==> config.mk <==
export PLATFORM = sky130hd
export DESIGN_NAME = segment_sequencer_flat
export DESIGN_NICKNAME = d
export VERILOG_FILES = /design/src/rtl/segment_sequencer_pkg.sv /design/src/rtl/segment_sequencer_if.sv /design/src/rtl/segment_sequencer_seg_table.sv /design/src/rtl/segment_sequencer.sv /design/src/flat_wrapper.sv
export SDC_FILE = /design/constraint.sdc
export NUM_CORES = 1
export LEC_CHECK = 0
export CAP_MARGIN = 30
export CORE_ASPECT_RATIO = 1.25
export CORE_MARGIN = 2
export CORE_UTILIZATION = 53
export CTS_BUF_LIST = sky130_fd_sc_hd__clkbuf_4 sky130_fd_sc_hd__clkbuf_8 sky130_fd_sc_hd__clkbuf_16
export DETAILED_ROUTE_END_ITERATION = 10
export GPL_ROUTABILITY_DRIVEN = 1
export MAX_ROUTING_LAYER = met4
export PLACE_DENSITY = 0.75
export SYNTH_ARGS = -nofsm -noshare
export SYNTH_HDL_FRONTEND = slang
export SYNTH_HIERARCHICAL = 1
export SYNTH_SLANG_ARGS = --single-unit
==> constraint.sdc <==
create_clock -name clk1 -period 1 [get_ports clk1]
set_input_delay 0.15 -clock clk1 [delete_from_list [all_inputs] [get_ports clk1]]
set_output_delay 0.15 -clock clk1 [all_outputs]
set_load 0.05 [all_outputs]
==> src/rtl/segment_sequencer_pkg.sv <==
// Shared types and default sizing for the segment sequencer.
// Provides the sequencer state encoding, the segment record layout and
// the default table geometry used by the interface and modules.
package wavegen_pkg;

  localparam int DEF_DEPTH  = 8;
  localparam int DEF_TIME_W = 16;
  localparam int DEF_SLOT_W = 2;

  typedef enum logic [1:0] {
    ST_IDLE = 2'd0,
    ST_LOAD = 2'd1,
    ST_RUN  = 2'd2,
    ST_DONE = 2'd3
  } seq_state_e;

  // Segment record at the default widths; seg_table stores the same
  // {dur, slot} layout sized by its own parameters.
  typedef struct packed {
    logic [DEF_TIME_W-1:0] dur;
    logic [DEF_SLOT_W-1:0] slot;
  } seg_rec_t;

endpackage

==> src/rtl/segment_sequencer_if.sv <==
// Control/status bundle between the host-side trigger endpoints and the
// segment sequencer. master = host side, slave = sequencer.
interface segment_sequencer_if
  import wavegen_pkg::*;
#(
  parameter int DEPTH  = DEF_DEPTH,
  parameter int TIME_W = DEF_TIME_W,
  parameter int SLOT_W = DEF_SLOT_W
);

  localparam int IDX_W = $clog2(DEPTH);

  logic              seg_wr;
  logic [TIME_W-1:0] seg_time;
  logic [SLOT_W-1:0] seg_slot;
  logic              clear;
  logic              start;
  logic              abort;

  logic              block_reset;
  logic              block_active;
  logic [SLOT_W-1:0] slot_sel;
  logic [IDX_W-1:0]  seg_index;
  logic [TIME_W-1:0] time_left;
  logic [IDX_W:0]    seg_count;
  logic              seg_done;
  logic              finished;
  logic              busy;
  logic              wr_err;

  modport master (
    output seg_wr, seg_time, seg_slot, clear, start, abort,
    input  block_reset, block_active, slot_sel, seg_index, time_left,
           seg_count, seg_done, finished, busy, wr_err
  );

  modport slave (
    input  seg_wr, seg_time, seg_slot, clear, start, abort,
    output block_reset, block_active, slot_sel, seg_index, time_left,
           seg_count, seg_done, finished, busy, wr_err
  );

endinterface

==> src/rtl/segment_sequencer_seg_table.sv <==
// Segment table: DEPTH-entry append-only register file with a fill count
// and a combinational read port addressed by segment index.
module seg_table
  import wavegen_pkg::*;
#(
  parameter int DEPTH  = DEF_DEPTH,
  parameter int TIME_W = DEF_TIME_W,
  parameter int SLOT_W = DEF_SLOT_W
) (
  input  logic                     clk1,
  input  logic                     rst_n,
  input  logic                     wr_en_i,
  input  logic                     clr_i,
  input  logic [TIME_W-1:0]        wr_time_i,
  input  logic [SLOT_W-1:0]        wr_slot_i,
  input  logic [$clog2(DEPTH)-1:0] rd_idx_i,
  output logic [TIME_W-1:0]        rd_time_o,
  output logic [SLOT_W-1:0]        rd_slot_o,
  output logic [$clog2(DEPTH):0]   count_o
);

  localparam int IDX_W = $clog2(DEPTH);

  typedef struct packed {
    logic [TIME_W-1:0] dur;
    logic [SLOT_W-1:0] slot;
  } entry_t;

  entry_t         mem_q [DEPTH];
  logic [IDX_W:0] count_q;
  logic [IDX_W:0] count_d;

  // Append at the current fill level; the caller never writes when full.
  always_ff @(posedge clk1) begin
    if (wr_en_i) begin
      mem_q[count_q[IDX_W-1:0]] <= {wr_time_i, wr_slot_i};
    end
  end

  // Fill count: clear wins over an append in the same cycle.
  always_comb begin
    count_d = count_q;
    if (clr_i) begin
      count_d = '0;
    end else if (wr_en_i) begin
      count_d = count_q + (IDX_W+1)'(1);
    end
  end

  // Fill count register.
  always_ff @(posedge clk1 or negedge rst_n) begin
    if (!rst_n) begin
      count_q <= '0;
    end else begin
      count_q <= count_d;
    end
  end

  assign rd_time_o = mem_q[rd_idx_i].dur;
  assign rd_slot_o = mem_q[rd_idx_i].slot;
  assign count_o   = count_q;

endmodule

==> src/rtl/segment_sequencer.sv <==
// Segment sequencer: steps the synthesis datapath through the programmed
// segment table, driving the datapath reset/run-enable and bank select.
// Optional build macro SEQ_LOOP_EN: repeat the table until aborted instead
// of stopping in DONE after one pass.
module segment_sequencer
  import wavegen_pkg::*;
#(
  parameter int DEPTH  = DEF_DEPTH,
  parameter int TIME_W = DEF_TIME_W,
  parameter int SLOT_W = DEF_SLOT_W
) (
  input  logic               clk1,
  input  logic               reset_n,
  segment_sequencer_if.slave bus
);

  localparam int             IDX_W    = $clog2(DEPTH);
  localparam logic [IDX_W:0] FULL_CNT = (IDX_W+1)'(DEPTH);
  localparam logic [IDX_W:0] ONE_CNT  = (IDX_W+1)'(1);

  logic [1:0]        rst_sync_q;
  logic              rst_n_int;

  seq_state_e        state_q, state_d;
  logic [IDX_W-1:0]  seg_index_q, seg_index_d;
  logic [SLOT_W-1:0] slot_sel_q, slot_sel_d;
  logic [TIME_W-1:0] time_left_q, time_left_d;
  logic              block_reset_q, block_reset_d;
  logic              block_active_q, block_active_d;
  logic              busy_q, busy_d;
  logic              seg_done_q, seg_done_d;
  logic              finished_q, finished_d;
  logic              wr_err_q, wr_err_d;

  logic              tbl_wr;
  logic              tbl_clr;
  logic [TIME_W-1:0] tbl_time;
  logic [SLOT_W-1:0] tbl_slot;
  logic [IDX_W:0]    seg_count;
  logic              last_seg;

  // Reset asserts immediately but releases only after two clk1 edges.
  always_ff @(posedge clk1 or negedge reset_n) begin
    if (!reset_n) begin
      rst_sync_q <= '0;
    end else begin
      rst_sync_q <= {rst_sync_q[0], 1'b1};
    end
  end

  assign rst_n_int = rst_sync_q[1];

  seg_table #(
    .DEPTH  (DEPTH),
    .TIME_W (TIME_W),
    .SLOT_W (SLOT_W)
  ) u_table (
    .clk1      (clk1),
    .rst_n     (rst_n_int),
    .wr_en_i   (tbl_wr),
    .clr_i     (tbl_clr),
    .wr_time_i (bus.seg_time),
    .wr_slot_i (bus.seg_slot),
    .rd_idx_i  (seg_index_q),
    .rd_time_o (tbl_time),
    .rd_slot_o (tbl_slot),
    .count_o   (seg_count)
  );

  assign last_seg = ({1'b0, seg_index_q} == (seg_count - ONE_CNT));

  // Next state and next values of every registered output.
  always_comb begin
    state_d     = state_q;
    seg_index_d = seg_index_q;
    slot_sel_d  = slot_sel_q;
    time_left_d = time_left_q;
    seg_done_d  = 1'b0;
    finished_d  = 1'b0;
    tbl_wr      = 1'b0;
    tbl_clr     = 1'b0;

    if (bus.abort) begin
      state_d = ST_IDLE;
    end else begin
      case (state_q)
        ST_IDLE, ST_DONE: begin
          if (bus.clear) begin
            tbl_clr = 1'b1;
            state_d = ST_IDLE;
          end else begin
            // start sees the count from before a same-cycle append
            if (bus.start && (seg_count != '0)) begin
              seg_index_d = '0;
              state_d     = ST_LOAD;
            end
            if (bus.seg_wr && (seg_count < FULL_CNT)) begin
              tbl_wr = 1'b1;
            end
          end
        end
        ST_LOAD: begin
          slot_sel_d  = tbl_slot;
          time_left_d = tbl_time;
          state_d     = ST_RUN;
        end
        ST_RUN: begin
          if (time_left_q != '0) begin
            time_left_d = time_left_q - TIME_W'(1);
          end else begin
            seg_done_d = 1'b1;
            if (!last_seg) begin
              seg_index_d = seg_index_q + IDX_W'(1);
              state_d     = ST_LOAD;
            end else begin
              finished_d = 1'b1;
`ifdef SEQ_LOOP_EN
              seg_index_d = '0;
              state_d     = ST_LOAD;
`else
              state_d     = ST_DONE;
`endif
            end
          end
        end
        default: state_d = ST_IDLE;
      endcase
    end

    // A write silently discarded by clear is not an error.
    wr_err_d       = bus.seg_wr && !tbl_wr && !tbl_clr;
    block_reset_d  = (state_d == ST_LOAD);
    block_active_d = (state_d == ST_RUN);
    busy_d         = (state_d == ST_LOAD) || (state_d == ST_RUN);
  end

  // State and output registers.
  always_ff @(posedge clk1 or negedge rst_n_int) begin
    if (!rst_n_int) begin
      state_q        <= ST_IDLE;
      seg_index_q    <= '0;
      slot_sel_q     <= '0;
      time_left_q    <= '0;
      block_reset_q  <= 1'b0;
      block_active_q <= 1'b0;
      busy_q         <= 1'b0;
      seg_done_q     <= 1'b0;
      finished_q     <= 1'b0;
      wr_err_q       <= 1'b0;
    end else begin
      state_q        <= state_d;
      seg_index_q    <= seg_index_d;
      slot_sel_q     <= slot_sel_d;
      time_left_q    <= time_left_d;
      block_reset_q  <= block_reset_d;
      block_active_q <= block_active_d;
      busy_q         <= busy_d;
      seg_done_q     <= seg_done_d;
      finished_q     <= finished_d;
      wr_err_q       <= wr_err_d;
    end
  end

  assign bus.block_reset  = block_reset_q;
  assign bus.block_active = block_active_q;
  assign bus.slot_sel     = slot_sel_q;
  assign bus.seg_index    = seg_index_q;
  assign bus.time_left    = time_left_q;
  assign bus.seg_count    = seg_count;
  assign bus.seg_done     = seg_done_q;
  assign bus.finished     = finished_q;
  assign bus.busy         = busy_q;
  assign bus.wr_err       = wr_err_q;

endmodule

==> src/flat_wrapper.sv <==
// flat-port wrapper written by rule: the top's interface ports become plain ports
module segment_sequencer_flat import wavegen_pkg::*;
#(
  parameter int DEPTH  = DEF_DEPTH,
  parameter int TIME_W = DEF_TIME_W,
  parameter int SLOT_W = DEF_SLOT_W
)
  (clk1, reset_n, bus_seg_wr, bus_seg_time, bus_seg_slot, bus_clear, bus_start, bus_abort, bus_block_reset, bus_block_active, bus_slot_sel, bus_seg_index, bus_time_left, bus_seg_count, bus_seg_done, bus_finished, bus_busy, bus_wr_err);
  segment_sequencer_if #(.DEPTH(DEPTH), .TIME_W(TIME_W), .SLOT_W(SLOT_W)) bus_i ();
  input  logic clk1;
  input  logic reset_n;
  input wire logic [$bits(bus_i.seg_wr)-1:0] bus_seg_wr;
  input wire logic [$bits(bus_i.seg_time)-1:0] bus_seg_time;
  input wire logic [$bits(bus_i.seg_slot)-1:0] bus_seg_slot;
  input wire logic [$bits(bus_i.clear)-1:0] bus_clear;
  input wire logic [$bits(bus_i.start)-1:0] bus_start;
  input wire logic [$bits(bus_i.abort)-1:0] bus_abort;
  output wire logic [$bits(bus_i.block_reset)-1:0] bus_block_reset;
  output wire logic [$bits(bus_i.block_active)-1:0] bus_block_active;
  output wire logic [$bits(bus_i.slot_sel)-1:0] bus_slot_sel;
  output wire logic [$bits(bus_i.seg_index)-1:0] bus_seg_index;
  output wire logic [$bits(bus_i.time_left)-1:0] bus_time_left;
  output wire logic [$bits(bus_i.seg_count)-1:0] bus_seg_count;
  output wire logic [$bits(bus_i.seg_done)-1:0] bus_seg_done;
  output wire logic [$bits(bus_i.finished)-1:0] bus_finished;
  output wire logic [$bits(bus_i.busy)-1:0] bus_busy;
  output wire logic [$bits(bus_i.wr_err)-1:0] bus_wr_err;
  assign bus_i.seg_wr = bus_seg_wr;
  assign bus_i.seg_time = bus_seg_time;
  assign bus_i.seg_slot = bus_seg_slot;
  assign bus_i.clear = bus_clear;
  assign bus_i.start = bus_start;
  assign bus_i.abort = bus_abort;
  assign bus_block_reset = bus_i.block_reset;
  assign bus_block_active = bus_i.block_active;
  assign bus_slot_sel = bus_i.slot_sel;
  assign bus_seg_index = bus_i.seg_index;
  assign bus_time_left = bus_i.time_left;
  assign bus_seg_count = bus_i.seg_count;
  assign bus_seg_done = bus_i.seg_done;
  assign bus_finished = bus_i.finished;
  assign bus_busy = bus_i.busy;
  assign bus_wr_err = bus_i.wr_err;
  segment_sequencer #(.DEPTH(DEPTH), .TIME_W(TIME_W), .SLOT_W(SLOT_W)) u_core (.clk1(clk1), .reset_n(reset_n), .bus(bus_i));
endmodule
==> reports/summary.txt, run 1 <==
===========================================================================================
Final core utilization .......................................................        80.8%
First-pass GRT wire length ...................................................      35.8 mm
Mapped cell area .............................................................   7750 sq um
Flip-flop and latch count after synthesis ....................................          179
Number of core rows ..........................................................           49
Worst endpoint required time .................................................      1.37 ns
Period utilization ...........................................................         242%
Remaining global-route overflow ..............................................            0
Predominant post-synthesis flop cell ......................................... sky130_fd_sc_hd__edfxtp_1
Largest fanout on the critical path ..........................................            7
Max Clock Freq ...............................................................      413 MHz
Worst setup path category .................................................... register to register
Sequential cell area fraction in the yosys report ............................        67.1%
P_leak .......................................................................   0.00427 uW
CTS sink count ...............................................................          179
Synthesized netlist net count ................................................          501
Count of warnings emitted by yosys ...........................................            6
Mean instance size in the synthesized netlist ................................   16.6 sq um
# setup viols final ..........................................................          208
Final net count ..............................................................          724
Die H ........................................................................  139 microns
Number of primary I/O pins ...................................................           55
Number of slew-limit violations in the final report ..........................            0
Clock network latency to the later pin of the worst-skew pair ................      0.43 ns
Antenna-violating nets left ..................................................            0
Gate Count Post-Synth ........................................................          467
Critical path endpoint category ..............................................     register
Number of synthesized flops with an enable pin ...............................          144
Number of antenna repair diodes ..............................................            0
Vias in the first global route ...............................................         5794
Outcome ...................................................................... complete, but fails checks
Sum of negative setup slack ..................................................   -222.02 ns
RSZ-0062 raised after global routing .........................................          yes
All-layer global routing usage ...............................................        32.7%
Clock transition at the registers of the reported paths ......................      0.07 ns
Slack of the critical path ...................................................     -1.42 ns
Number of buffers inserted by port buffering .................................           54
Die W ........................................................................  112 microns
Cell count of the worst reg-to-reg path ......................................            8
Placer's final routability congestion estimate ...............................        0.990
Max cap viols ................................................................            0
Number of antenna violations at the first check in global routing ............            0
Starting Density .............................................................        54.0%
H-tree Lvls ..................................................................            4
Post-synth cell types ........................................................           55
Shortest period the worst path allows ........................................      2.42 ns
Post-detailed-route DRC marker count .........................................            0
Average wire per cell in the routed design ................................... 28.9 microns
Path class of the lowest-slack min-delay path ................................ register to asynchronous set/reset pin
Async set-reset flop share out of synthesis ..................................        19.6%
Arrival time at the worst endpoint ...........................................      2.80 ns
Area overhead of the layout relative to synthesis ............................        49.7%
Number of detailed-routing iterations run before antenna repair ..............            7
Worst-case vdd ir drop .......................................................    0.00291 V
Clock tree from TritonCTS ....................................................         done
Total core area ..............................................................  14300 sq um
Final clock skew .............................................................   0.00992 ns
Proportion of layout cells with a drive suffix above 1 .......................        45.9%
Final wirelength .............................................................      25.5 mm
Maximum root-to-sink buffer count ............................................            2
Maximum number of pins on one net before global-route repair .................           34
Cell Pwr Density ............................................................. 2340 nW/um^2
Via count ....................................................................         5808
Fillcell total ...............................................................          632
Number of design-rule violations left by the first detailed-router iteration .          749
Failing checks ............................................................... negative setup slack
Number of hold violations in the final report ................................            0
DP HPWL ......................................................................      12.2 mm
Die Outline Area .............................................................  15600 sq um
Total clock buffers created by CTS ...........................................           17
Clock root buffer ............................................................ sky130_fd_sc_hd__clkbuf_16
Via-to-Cell Ratio ............................................................         6.59
Worst Setup Start Kind .......................................................     register
===========================================================================================
==> critical path: stages (launching register included) <==
cell                       delay (ns)
sky130_fd_sc_hd__dfrtp_4         0.49
sky130_fd_sc_hd__buf_8           0.15
sky130_fd_sc_hd__o21ai_0         0.25
sky130_fd_sc_hd__or4b_4          0.54
sky130_fd_sc_hd__a21oi_4         0.18
sky130_fd_sc_hd__nand2_1         0.11
sky130_fd_sc_hd__a221oi_2        0.29
sky130_fd_sc_hd__ha_1            0.29
sky130_fd_sc_hd__inv_1           0.06
==> cell type report <==
cell class              instances  area (sq um)  area share, %
clock buffers                  20           448           3.86
repair buffers                223          2820           24.3
multi-input cells             253          2720           23.4
flip-flops and latches        179          5220           45.0
clock inverters                12           108          0.928
inverters                      16          65.1          0.561
well taps                     178           223           1.92
==> stage by stage <==
| stage | power (uW) | cells | hold WS (ns) | area [sq um] | worst slack (ns) |
|---|---|---|---|---|---|
| detailed placement | 18400 | 782 | 0.234 | 9800 | -1.43 |
| CTS | 26000 | 873 | 0.241 | 11500 | -1.33 |
| floorplan | 14100 | 467 | -0.146 | 7930 | -1.59 |
| global placement | 18200 | 782 | 0.232 | 9800 | -1.35 |
| finish | 27100 | 881 | 0.232 | 11600 | -1.42 |
| global route | 27800 | 881 | 0.257 | 11600 | -1.48 |
==> final timing paths <==
kind / start / endpoint / slack, ns
setup / recovery: u_core/u_table/count_o[1] / u_core/bus.busy / -1.42
hold / removal: u_core/rst_sync_q[1] / u_core/bus.slot_sel[1] / 0.23
setup reg to reg: u_core/u_table/count_o[1] / u_core/bus.busy / -1.42
hold reg to reg: u_core/rst_sync_q[1] / u_core/bus.slot_sel[1] / 0.23
max in group asynchronous: reset_n / u_core/rst_sync_q[1] / 0.45
min in group clk1: bus_seg_wr / u_core/bus.wr_err / 0.32
==> registers in the layout (all words and copies together) (netlist names) <==
signal                   flops
u_core/bus.seg_index         3
u_core/u_table/count_o       4
u_core/bus.busy              1
u_core/rst_sync_q            2
u_core/u_table/mem_q       144
u_core/bus.time_left        16
u_core/bus.slot_sel          2
u_core/bus.wr_err            1
u_core/state_q               2
u_core/bus.block_active      1
u_core/bus.seg_done          1
u_core/bus.block_reset       1
u_core/bus.finished          1
==> cell usage after synthesis, types with 2 or more instances <==
| library cell | n | area, sq um |
|---|---|---|
| sky130_fd_sc_hd__xor2_1 | 4 | 35.0 |
| sky130_fd_sc_hd__nand3b_1 | 3 | 22.5 |
| sky130_fd_sc_hd__or4_1 | 7 | 52.6 |
| sky130_fd_sc_hd__edfxtp_1 | 144 | 4320 |
| sky130_fd_sc_hd__mux4_1 | 36 | 946 |
| sky130_fd_sc_hd__nand3_1 | 5 | 25.0 |
| sky130_fd_sc_hd__nor2_1 | 29 | 109 |
| sky130_fd_sc_hd__ha_1 | 10 | 125 |
| sky130_fd_sc_hd__mux2i_1 | 6 | 60.1 |
| sky130_fd_sc_hd__nand2b_1 | 4 | 25.0 |
| sky130_fd_sc_hd__a22oi_1 | 2 | 15.0 |
| sky130_fd_sc_hd__a21boi_0 | 2 | 15.0 |
| sky130_fd_sc_hd__a211oi_1 | 2 | 15.0 |
| sky130_fd_sc_hd__a2bb2oi_1 | 2 | 17.5 |
| sky130_fd_sc_hd__dfrtp_1 | 35 | 876 |
| sky130_fd_sc_hd__o41ai_1 | 2 | 17.5 |
| sky130_fd_sc_hd__clkbuf_1 | 7 | 26.3 |
| sky130_fd_sc_hd__buf_6 | 4 | 45.0 |
| sky130_fd_sc_hd__nor3_1 | 11 | 55.1 |
| sky130_fd_sc_hd__nand4_1 | 4 | 25.0 |
| sky130_fd_sc_hd__o21bai_1 | 2 | 15.0 |
| sky130_fd_sc_hd__nand2_1 | 32 | 120 |
| sky130_fd_sc_hd__o22a_1 | 5 | 43.8 |
| sky130_fd_sc_hd__and3_1 | 2 | 12.5 |
| sky130_fd_sc_hd__o22ai_1 | 8 | 50.1 |
| sky130_fd_sc_hd__or3_1 | 4 | 25.0 |
| sky130_fd_sc_hd__buf_1 | 3 | 11.3 |
| sky130_fd_sc_hd__o211ai_1 | 4 | 30.0 |
| sky130_fd_sc_hd__o21ai_0 | 8 | 40.0 |
| sky130_fd_sc_hd__buf_2 | 2 | 10.0 |
| sky130_fd_sc_hd__clkbuf_2 | 3 | 15.0 |
| sky130_fd_sc_hd__inv_1 | 16 | 60.1 |
| sky130_fd_sc_hd__a31oi_1 | 3 | 18.8 |
| sky130_fd_sc_hd__o21a_1 | 2 | 15.0 |
| sky130_fd_sc_hd__a21oi_1 | 17 | 85.1 |
| sky130_fd_sc_hd__mux2_2 | 18 | 203 |
==> metal layers <==
metal	wire (microns)	global-route usage, %	part of all wire [%]	vias to the layer above
li1	-	-	-	2341
met1	8970	37.7	35	2835
met2	12400	52.9	49	476
met3	2180	6.60	8.5	156
met4	1890	19.4	7.4	0
met5	0	-	0	-
==> repair_timing <==
| action | 4_1_cts | 5_1_grt |
|---|---|---|
| pin swaps | 28 | 17 |
| setup endpoints to repair | 208 | 208 |
| hold buffers | 1 | 0 |
| gates cloned | 14 | 2 |
| endpoints found under the hold margin | 2 | 0 |
| gates resized for setup | 86 | 51 |
| setup buffers | 47 | 29 |
==> layout by cell type (no fill, tap or decap), types with 4 or more instances in the layout <==
cell / synthesis / routed
sky130_fd_sc_hd__o22a_1: 5 / 5
sky130_fd_sc_hd__xor2_1: 4 / 4
sky130_fd_sc_hd__mux4_2: 0 / 6
sky130_fd_sc_hd__inv_2: 0 / 4
sky130_fd_sc_hd__ha_1: 10 / 6
sky130_fd_sc_hd__or4_1: 7 / 7
sky130_fd_sc_hd__nor2_1: 29 / 19
sky130_fd_sc_hd__mux2_2: 18 / 15
sky130_fd_sc_hd__o22ai_1: 8 / 6
sky130_fd_sc_hd__nand4_1: 4 / 4
sky130_fd_sc_hd__nand2_1: 32 / 26
sky130_fd_sc_hd__mux2i_1: 6 / 5
sky130_fd_sc_hd__mux4_1: 36 / 30
sky130_fd_sc_hd__nor3_1: 11 / 6
sky130_fd_sc_hd__o211ai_1: 4 / 4
sky130_fd_sc_hd__nor2_4: 0 / 7
sky130_fd_sc_hd__dfrtp_1: 35 / 25
sky130_fd_sc_hd__clkdlybuf4s50_1: 0 / 23
sky130_fd_sc_hd__buf_6: 4 / 41
sky130_fd_sc_hd__buf_12: 0 / 61
sky130_fd_sc_hd__buf_16: 0 / 6
sky130_fd_sc_hd__buf_4: 0 / 86
sky130_fd_sc_hd__edfxtp_1: 144 / 144
sky130_fd_sc_hd__nand3_1: 5 / 4
sky130_fd_sc_hd__a21oi_2: 0 / 7
sky130_fd_sc_hd__clkbuf_16: 0 / 18
sky130_fd_sc_hd__dfrtp_2: 0 / 8
sky130_fd_sc_hd__nand2_2: 0 / 5
sky130_fd_sc_hd__buf_8: 0 / 4
sky130_fd_sc_hd__a21oi_1: 17 / 8
sky130_fd_sc_hd__inv_1: 16 / 11
==> power by group <==
part	leakage [uW]	internal, uW	switching, uW	total, uW
Combinational	0.00227	5900	5720	11600
Sequential	0.00173	8570	483	9060
Clock	0.000268	3520	2890	6410
Total	0.00427	18000	9090	27100
==> kinds of logic (layout without fill, tap and decap cells) <==
group	Yosys count	count (layout)	share of synthesized area, %
other	1	1	0.0484
muxes	60	60	15.6
AOI/OAI and AO/OA	70	70	6.15
buffers and inverters	35	271	2.16
and+or+nand+nor	107	107	6.75
xor gates and xnor gates	5	5	0.565
adders and majority gates	10	10	1.61
DFF	179	179	67.1
(Power assumes the default switching activity.)
==> run 2: changes to the inputs <==
- CORE_MARGIN: 2 -> unset
- TNS_END_PERCENT: unset -> 100
==> reports/summary.txt, run 2 (synthesis gave the netlist of run 1 again) <==
===========================================================================================
Non-filler instance count after layout .......................................          883   was 881
Worst endpoint required time .................................................      1.25 ns   was 1.37 ns
Number of design-rule violations left by the first detailed-router iteration .          705   was 749
Number of buffers inserted by port buffering .................................           54   unchanged
Sw frac ......................................................................        33.2%   was 33.6%
Failing checks ............................................................... negative setup slack   unchanged
Vias in the first global route ...............................................         5638   was 5794
Most common cell after layout, fill and taps aside ........................... sky130_fd_sc_hd__edfxtp_1   unchanged
Via count ....................................................................         5860   was 5808
Number of core rows ..........................................................           49   unchanged
Number of detailed-routing iterations run before antenna repair ..............            5   was 7
Path class of the lowest-slack min-delay path ................................ register to asynchronous set/reset pin   unchanged
Die W ........................................................................  110 microns   was 112 microns
Number of hold violations in the final report ................................            0   unchanged
Average wire per cell in the routed design ................................... 29.2 microns   was 28.9 microns
Final clock skew .............................................................   0.00760 ns   was 0.00992 ns
Cell Int Power ...............................................................     18600 uW   was 18000 uW
Critical path endpoint category ..............................................     register   unchanged
Number of antenna violations at the first check in global routing ............            0   unchanged
Worst-case vdd ir drop .......................................................    0.00210 V   was 0.00291 V
Post-detailed-route DRC marker count .........................................            0   unchanged
Largest fanout on the critical path ..........................................            3   was 7
P_leak .......................................................................   0.00433 uW   was 0.00427 uW
Die Outline Area .............................................................  15100 sq um   was 15600 sq um
Fillcell total ...............................................................          634   was 632
Highest-count cells in the layout ignoring fill and taps ..................... 144 x sky130_fd_sc_hd__edfxtp_1, 83 x sky130_fd_sc_hd__buf_4, 57 x sky130_fd_sc_hd__buf_12   was 144 x sky130_fd_sc_hd__edfxtp_1, 86 x sky130_fd_sc_hd__buf_4, 61 x sky130_fd_sc_hd__buf_12
Number of antenna repair diodes ..............................................            0   unchanged
Number of flip-flops in the largest register .................................          144   unchanged
Remaining max-slew budget at the tightest pin ................................        30.7%
Placed Cells incl. Taps ......................................................          783   was 782
Worst setup path category .................................................... register to register   unchanged
Slowest-stage cell, CP ....................................................... sky130_fd_sc_hd__o311ai_1   was sky130_fd_sc_hd__or4b_4
Maximum number of pins on one net before global-route repair .................           24   was 34
Remaining global-route overflow ..............................................            0   unchanged
Maximum root-to-sink buffer count ............................................            2   unchanged
Shortest period the worst path allows ........................................      3.02 ns   was 2.42 ns
Proportion of layout cells with a drive suffix above 1 .......................        48.1%   was 45.9%
Placer's final routability congestion estimate ...............................        0.897   was 0.990
Period utilization ...........................................................         302%   was 242%
# setup viols final ..........................................................          208   unchanged
Final net count ..............................................................          726   was 724
Outcome ...................................................................... complete, but fails checks   unchanged
Clock network fraction of total power ........................................        23.7%   about the same
Final core utilization .......................................................        81.4%   was 80.8%
Max Clock Freq ...............................................................      331 MHz   was 413 MHz
All-layer global routing usage ...............................................        34.3%   was 32.7%
Clock root buffer ............................................................ sky130_fd_sc_hd__clkbuf_16   unchanged
Starting Density .............................................................        54.0%   unchanged
Via-to-Cell Ratio ............................................................         6.64   was 6.59
Cell count of the worst reg-to-reg path ......................................            9   was 8
Relative contribution of combinational cells to total power ..................        43.5%   was 42.9%
First-pass GRT wire length ...................................................      34.7 mm   was 35.8 mm
Clock tree from TritonCTS ....................................................         done   unchanged
Clock network latency to the later pin of the worst-skew pair ................      0.43 ns   about the same
Setup slack after placement ..................................................     -1.40 ns   was -1.43 ns
Reg power frac ...............................................................        32.8%   was 33.4%
Worst-path cell chain ........................................................ inv_2 -> ha_4 -> or3b_4 -> buf_4 -> buf_6 -> nor3_4 -> nand4_1 -> o311ai_1 -> nand3_1   was buf_8 -> o21ai_0 -> or4b_4 -> a21oi_4 -> nand2_1 -> a221oi_2 -> ha_1 -> inv_1
DP HPWL ......................................................................      12.2 mm   about the same
Cell Pwr Density ............................................................. 2380 nW/um^2   was 2340 nW/um^2
Die H ........................................................................  137 microns   was 139 microns
Arrival time at the worst endpoint ...........................................      3.27 ns   was 2.80 ns
Buffers and inverters on the worst path ......................................            3   was 2
Worst Setup Start Kind .......................................................     register   unchanged
Total core area ..............................................................  14300 sq um   unchanged
Total clock buffers created by CTS ...........................................           17   unchanged
Area overhead of the layout relative to synthesis ............................        50.7%   was 49.7%
Number of slew-limit violations in the final report ..........................            0   unchanged
Largest stage delay on the critical path .....................................      0.93 ns   was 0.54 ns
Clock transition at the registers of the reported paths ......................      0.06 ns   was 0.07 ns
Final wirelength .............................................................      25.8 mm   was 25.5 mm
Max cap viols ................................................................            0   unchanged
Cell family contributing the most delay on the critical path ................. simple AND/OR/NAND/NOR gates   was compound AO/OA/AOI/OAI gates
CP Depth .....................................................................            9   was 8
Worst Max-Slew Pin Slew ......................................................      1.02 ns
NetSw ........................................................................      9210 uW   was 9090 uW
Slack of the critical path ...................................................     -2.02 ns   was -1.42 ns
Number of primary I/O pins ...................................................           55   unchanged
RSZ-0062 raised after global routing .........................................          yes   unchanged
H-tree Lvls ..................................................................            4   unchanged
Antenna-violating nets left ..................................................            0   unchanged
CTS sink count ...............................................................          179   unchanged
===========================================================================================
run 2: cell count changes in the layout (fill, tap and decap cells not counted), sizes merged:
cell    delta
clkbuf     +1
buf        +2
clkinv     -2
bufinv     +1
run 2: layout make-up:
type	count	area (sq um)	share of cell area, %
Clock inverter	11	128	1.09
Sequential cell	179	5220	44.7
Timing Repair Buffer	225	2810	24.1
Multi-Input combinational cell	253	2770	23.7
Tap cell	178	223	1.91
Inverter	16	65.1	0.557
Clock buffer	21	455	3.90
run 2: per-layer routing:
metal / global-route usage (%) / wire length (microns) / vias up
met5: - / 0 / -
met2: 54.3 / 12600 / 457
met1: 41.9 / 9010 / 2910
met3: 6.76 / 2330 / 156
met4: 17.5 / 1850 / 0
li1: - / - / 2337
run 2: timing repair:
action | 4_1_cts | 5_1_grt
hold buffers | 1 | 0
pin swaps | 28 | 25
setup buffers | 52 | 39
hold endpoints to repair | 2 | 0
gates cloned | 16 | 1
setup endpoints to repair | 208 | 208
resized for setup | 101 | 79
run 2: worst paths after layout:
path / startpoint / endpoint / slack (ns)
max in group asynchronous: u_core/rst_sync_q[1] / u_core/u_table/count_o[1] / 0.36
hold reg to reg: u_core/rst_sync_q[1] / u_core/bus.time_left[6] / 0.17
hold / removal: u_core/rst_sync_q[1] / u_core/bus.time_left[6] / 0.17
setup / recovery: u_core/bus.time_left[0] / u_core/bus.seg_index[2] / -2.02
setup reg to reg: u_core/bus.time_left[0] / u_core/bus.seg_index[2] / -2.02
min in group clk1: u_core/rst_sync_q[0] / u_core/rst_sync_q[1] / 0.36
run 2: power by group through the flow:
stage                     Clock (uW)  Combinational [uW]  Sequential (uW)
after floorplan                    0                3400            10700
after global placement             0                9220             9110
after detailed placement           0                9410             9150
after CTS                       6620               10800             9030
after global routing            6980               12400             9140
final                           6580               12100             9120
run 2: through the flow:
stage               hold WS (ns)  total power, uW  cell area, sq um  setup TNS [ns]
floorplan                 -0.146            14100              7930         -169.72
global placement           0.161            18300              9800         -165.92
detailed placement         0.158            18600              9800         -176.27
CTS                        0.168            26400             11500         -203.45
global route               0.188            28500             11700         -230.85
finish                     0.167            27800             11700         -222.42
